<file path="config.mk">
export PLATFORM = sky130hd
export DESIGN_NAME = uart_rx
export DESIGN_NICKNAME = d
export VERILOG_FILES = /design/src/rtl/uart_rx.sv
export SDC_FILE = /design/constraint.sdc
export NUM_CORES = 1
export LEC_CHECK = 0
export BUFFER_PORTS_ARGS = -buffer_cell sky130_fd_sc_hd__clkbuf_2
export CORE_ASPECT_RATIO = 0.75
export CORE_MARGIN = 2
export CORE_UTILIZATION = 69
export CTS_BUF_LIST = sky130_fd_sc_hd__clkbuf_8
export CTS_CLUSTER_DIAMETER = 40
export CTS_CLUSTER_SIZE = 28
export DETAILED_ROUTE_END_ITERATION = 10
export GPL_TIMING_DRIVEN = 0
export PLACE_DENSITY = 0.88
export SLEW_MARGIN = 0
export SYNTH_ARGS = -nofsm -noshare
export SYNTH_HDL_FRONTEND = slang
export SYNTH_SLANG_ARGS = --single-unit
</file>
<file path="constraint.sdc">
create_clock -name clk -period 5 [get_ports clk]
set_clock_uncertainty 0.1 [all_clocks]
set_input_delay 1 -clock clk [delete_from_list [all_inputs] [get_ports clk]]
set_output_delay 1 -clock clk [all_outputs]
set_load 0.1 [all_outputs]
</file>
<file path="src/rtl/uart_rx.sv">
// 8N1 serial receiver: 16x oversampled deframer feeding a first-word-fall-through byte FIFO.
// Framing errors and FIFO overflows are reported as single-cycle pulses.
module uart_rx #(
  parameter int SYS_CLK_FREQ   = 50000000,
  parameter int BAUD_RATE      = 38400,
  parameter int FIFO_ADDR_BITS = 3
) (
  input  logic       clk,
  input  logic       rst,
  input  logic       rx,
  input  logic       rd_en,
  output logic [7:0] rd_data,
  output logic       empty,
  output logic       frame_err,
  output logic       overflow
);

  localparam int TICK_DIV = SYS_CLK_FREQ / (BAUD_RATE * 16);
  localparam int DIV_W    = (TICK_DIV > 1) ? $clog2(TICK_DIV) : 1;
  localparam logic [DIV_W-1:0] DIV_LAST = DIV_W'(TICK_DIV - 1);
  localparam int DEPTH    = 1 << FIFO_ADDR_BITS;
  localparam int CNT_W    = FIFO_ADDR_BITS + 1;
  localparam logic [CNT_W-1:0] DEPTH_C = CNT_W'(DEPTH);

  typedef enum logic [2:0] {
    S_IDLE,
    S_START,
    S_DATA,
    S_STOP,
    S_BREAK
  } state_t;

  logic                      rx_meta_q, rx_sync_q;
  logic [DIV_W-1:0]          div_q, div_d;
  logic                      tick;
  state_t                    state_q, state_d;
  logic [3:0]                os_q, os_d;
  logic [2:0]                bi_q, bi_d;
  logic [7:0]                shift_q, shift_d;
  logic                      push;
  logic                      frame_err_q, frame_err_d;
  logic                      overflow_q, overflow_d;
  logic [7:0]                mem [DEPTH];
  logic [FIFO_ADDR_BITS-1:0] wr_ptr_q, wr_ptr_d;
  logic [FIFO_ADDR_BITS-1:0] rd_ptr_q, rd_ptr_d;
  logic [CNT_W-1:0]          count_q, count_d;
  logic                      fifo_empty, fifo_full, do_push, do_pop;

  // Two-flop synchronizer; resets to the idle line level so reset never looks like a start bit.
  always_ff @(posedge clk or posedge rst) begin
    if (rst) begin
      rx_meta_q <= 1'b1;
      rx_sync_q <= 1'b1;
    end else begin
      rx_meta_q <= rx;
      rx_sync_q <= rx_meta_q;
    end
  end

  assign tick  = (div_q == DIV_LAST);
  assign div_d = tick ? '0 : div_q + DIV_W'(1);

  always_comb begin
    state_d     = state_q;
    os_d        = os_q;
    bi_d        = bi_q;
    shift_d     = shift_q;
    push        = 1'b0;
    frame_err_d = 1'b0;
    if (tick) begin
      case (state_q)
        S_IDLE: begin
          if (!rx_sync_q) begin
            state_d = S_START;
            os_d    = '0;
          end
        end
        S_START: begin
          if (os_q == 4'd7) begin
            if (!rx_sync_q) begin
              state_d = S_DATA;
              os_d    = '0;
              bi_d    = '0;
            end else begin
              state_d = S_IDLE;
            end
          end else begin
            os_d = os_q + 4'd1;
          end
        end
        S_DATA: begin
          os_d = os_q + 4'd1;
          if (os_q == 4'd15) begin
            shift_d = {rx_sync_q, shift_q[7:1]};
            if (bi_q == 3'd7) state_d = S_STOP;
            else              bi_d    = bi_q + 3'd1;
          end
        end
        S_STOP: begin
          os_d = os_q + 4'd1;
          if (os_q == 4'd15) begin
            if (rx_sync_q) begin
              push    = 1'b1;
              state_d = S_IDLE;
            end else begin
              frame_err_d = 1'b1;
              state_d     = S_BREAK;
            end
          end
        end
        S_BREAK: begin
          if (rx_sync_q) state_d = S_IDLE;
        end
        default: state_d = S_IDLE;
      endcase
    end
  end

  // A full FIFO still accepts a byte when the reader frees a slot in the same cycle.
  assign fifo_empty = (count_q == '0);
  assign fifo_full  = (count_q == DEPTH_C);
  assign do_pop     = rd_en && !fifo_empty;
  assign do_push    = push && (!fifo_full || rd_en);
  assign overflow_d = push && fifo_full && !rd_en;
  assign wr_ptr_d   = do_push ? wr_ptr_q + FIFO_ADDR_BITS'(1) : wr_ptr_q;
  assign rd_ptr_d   = do_pop  ? rd_ptr_q + FIFO_ADDR_BITS'(1) : rd_ptr_q;

  always_comb begin
    count_d = count_q;
    case ({do_push, do_pop})
      2'b10:   count_d = count_q + CNT_W'(1);
      2'b01:   count_d = count_q - CNT_W'(1);
      default: count_d = count_q;
    endcase
  end

  always_ff @(posedge clk or posedge rst) begin
    if (rst) begin
      div_q       <= '0;
      state_q     <= S_IDLE;
      os_q        <= '0;
      bi_q        <= '0;
      shift_q     <= '0;
      wr_ptr_q    <= '0;
      rd_ptr_q    <= '0;
      count_q     <= '0;
      frame_err_q <= 1'b0;
      overflow_q  <= 1'b0;
    end else begin
      div_q       <= div_d;
      state_q     <= state_d;
      os_q        <= os_d;
      bi_q        <= bi_d;
      shift_q     <= shift_d;
      wr_ptr_q    <= wr_ptr_d;
      rd_ptr_q    <= rd_ptr_d;
      count_q     <= count_d;
      frame_err_q <= frame_err_d;
      overflow_q  <= overflow_d;
    end
  end

  always_ff @(posedge clk) begin
    if (do_push) mem[wr_ptr_q] <= shift_q;
  end

  // Head is masked while empty so the unreset storage never leaks onto rd_data.
  assign rd_data   = fifo_empty ? 8'h00 : mem[rd_ptr_q];
  assign empty     = fifo_empty;
  assign frame_err = frame_err_q;
  assign overflow  = overflow_q;

endmodule

</file>
==> flow_metrics.py <==
metrics = {
    "cts": {
        "cts_max_level": 3,
        "clock_path_buffers": 2,
        "cts.clk_slew.worst_paths_ns": 0.10,
        "holdBufCountCts": 0,
        "cts_setup_buffers": 0,
        "cts_tree": "yes",
        "cts_resized": 0,
        "cts_root_buf": "clkbuf_8",
        "clk_latency_ns": 0.37,
        "cts_made_buffers": 9,
        "cts.sinks": 103,
    },
    "logic_synthesis": {
        "yosysWarnings": 0,
        "ys_types": 46,
        "synthArstFlopShare_pct": 37.9,
        "yosys.area.top_type": "edfxtp_1",
        "netlist_top_cells_area": "edfxtp_1 43%, dfrtp_1 21%, mux4_2 8.1%",
        "syn_area_um2": 4430,
        "avgSynthCellArea_um2": 15.8,
        "seq_area_frac_synth_pct": 65.5,
        "ys_ff_latch": 103,
        "synth_edf_count": 64,
        "synth_top_area_share_pct": 43.4,
        "netlist_instances": 280,
        "synth_nets": 294,
        "synthFlopType": "edfxtp_1",
    },
    "floorplanning": {
        "io_pins": 15,
        "rows": 25,
        "start_util_pct": 70.8,
        "die_w_um": 96.5,
        "die_y_um": 73.4,
        "die_area_um2": 7080,
        "core_um2": 6260,
    },
    "timing": {
        "hold_ws_ns": 0.260,
        "rsz0062_at_grt": "false",
        "hold_viol_final": 0,
        "clock.fmax_mhz": 258,
        "finalSetupTns_ns": 0,
        "slew_headroom_pct": 15.1,
        "fin_ws_ns": 1.12,
        "finalMaxSlewViolations": 0,
        "min_period_ns": 3.88,
        "setup_viol": 0,
        "tightest_slew_ns": 1.26,
        "post-route-period-util_pct": 77.6,
    },
    "worst_setup_path": {
        "path_cells": "buf_1 > clkbuf_1 > mux4_2 > mux2i_1 > nor2_1 > clkbuf_2",
        "crit_path_start_kind": "flip-flop",
        "required_ns": 3.90,
        "critPathMaxStageDelay_ns": 0.54,
        "crit_type": "reg2out",
        "cp_max_fo": 10,
        "arrival_ns": 2.78,
        "crit_family": "buffers and inverters",
        "rrSetupSlack_ns": 1.49,
        "slowest_stage": "clkbuf_1",
        "crit_buf_inv": 3,
        "setup.worst_path.end_class": "output pin",
    },
    "global_routing": {
        "grt_max_degree": 40,
        "grt_use_total_pct": 25.6,
        "grt_pass1_wl_um": 12700,
        "overflow": 0,
        "grt_pass1_vias": 2378,
        "antenna_found_initial": 0,
    },
    "place": {
        "dp_hpwl_um": 5290,
        "place.gp.congestion": 0.760,
        "io_buffers": 14,
        "place_ws_ns": 1.53,
    },
    "pwr": {
        "totalPowerFinal_mw": 1.76,
        "p_leak_nw": 2.05,
        "powerDensity_nw_per_um2": 367,
        "ir_drop_v": 0.000249,
    },
    "detailed_routing": {
        "via_count": 2452,
        "wl_per_cell_um": 20.7,
        "drtIter0Drc": 277,
        "route.antenna.remaining_nets": 0,
        "via_per_inst": 6.26,
        "drt-total-wl_um": 8100,
        "drc_errors": 0,
        "firstDrtPassIters": 4,
    },
    "finish": {
        "fin_nets": 320,
        "fillers": 324,
        "drive_gt1_share_pct": 24.1,
        "diodes": 0,
        "area_delta_synth_final_pct": 8.48,
    },
    "outcome": {
        "status": "completed",
    },
    "flow_run": {
        "max_cap_violations": 0,
    },
    "worst_hold_path": {
        "holdCritPathClass": "reg2reg",
    },
}
[Yosys cell counts (2+ instances only)]
master / number
edfxtp_1: 64
dfrtp_1: 37
nor2_1: 23
mux4_2: 16
mux2_2: 14
ha_1: 10
mux2i_1: 9
xor2_1: 8
nand3_1: 7
xnor2_1: 7
nand2_1: 6
nor3_1: 6
and3_1: 5
inv_1: 5
nand3b_1: 5
nor2b_1: 5
buf_2: 4
clkbuf_1: 4
nand2b_1: 4
a21oi_1: 3
mux2_4: 3
nor4_1: 3
a211o_1: 2
buf_1: 2
buf_6: 2
dfstp_2: 2
nand4_1: 2
nor3b_1: 2
o21ai_0: 2
or2_1: 2
[final timing paths]
kind | from | depth (start not counted) | end
max in group asynchronous | rst | 2 | shift_q[1]
setup / recovery | rd_ptr_q[1] | 6 | rd_data[4]
min in group asynchronous | rst | 2 | count_q[0]
hold reg to reg | rx_meta_q | 0 | rx_sync_q
hold / removal | rx_meta_q | 0 | rx_sync_q
setup reg to reg | div_q[0] | 6 | mem[4][1]
[power breakdown]
part	switching (mW)	internal, mW	total [mW]
Clock	0.268	0.229	0.497
Combinational	0.175	0.130	0.305
Sequential	0.0306	0.927	0.958
[cell usage in the layout, fill, tap and decap left out, types with 2 or more instances in the layout]
cell type,n
o21ai_0,2
nand4_1,2
nand2b_1,4
nand3_1,7
nor2b_1,5
nor3_1,6
a21oi_1,3
clkbuf_1,4
buf_2,4
mux4_2,16
mux2_2,14
dfstp_2,2
dfrtp_1,37
clkbuf_8,9
mux2i_1,9
clkinvlp_4,2
nor4_1,2
nor4_2,2
mux2_4,3
buf_1,2
nand2_1,6
clkbuf_2,14
or2_1,2
xor2_1,8
and3_1,5
nor2_1,23
edfxtp_1,64
nand3b_1,5
buf_6,2
xnor2_1,7
a211o_1,2
nor3b_1,2
ha_1,10
inv_1,6
[through the flow]
step	cell area, µm²	instances	utilization [%]
after floorplan	4430	280	-
after CTS	4800	392	76.8
after detailed placement	4610	376	73.7
after global placement	4600	375	73.5
final	4800	392	76.8
after global routing	4800	392	76.8
[per-layer routing]
metal	track usage, %	vias to the layer above	wire length (µm)
li1	-	1105	-
met1	36.3	1212	3560
met2	39.0	112	3830
met3	7.38	23	514
met4	8.61	0	201
met5	0	-	0
[sequential cells by signal, indices dropped and copies added (netlist names)]
| signal | count |
|---|---|
| bi_q | 3 |
| count_q | 4 |
| div_q | 7 |
| frame_err | 1 |
| mem | 64 |
| os_q | 4 |
| overflow | 1 |
| rd_ptr_q | 3 |
| rx_meta_q | 1 |
| rx_sync_q | 1 |
| shift_q | 8 |
| state_q | 3 |
| wr_ptr_q | 3 |
[area by class of cell]
cell class / instances / area [µm²] / area share (%)
plain buffers: 12 / 65.1 / 1.35
repair buffers: 15 / 77.6 / 1.62
clock buffers: 9 / 124 / 2.58
multi-input cells: 160 / 1450 / 30.2
well taps: 81 / 101 / 2.11
clock inverters: 7 / 66.3 / 1.38
flip-flops and latches: 103 / 2900 / 60.4
inverters: 5 / 18.8 / 0.391
[worst register-to-register path, cell delays in order, from the launching register on]
cell and delay (ns):
dfrtp_1 0.43, inv_1 0.08, ha_1 0.15, nand4b_1 0.17
nor4_1 0.62, nand3_1 0.47, nor3_1 1.13
[cells by family after synthesis]
| group | synth area share [%] |
|---|---|
| muxes | 14.8 |
| adders and majority gates | 2.83 |
| and+or+nand+nor | 9.50 |
| xor gates and xnor gates | 2.97 |
| buffers and inverters | 1.89 |
| DFF | 65.5 |
| AOI/OAI and AO/OA | 2.54 |
Power figures use the tool's default switching activity.
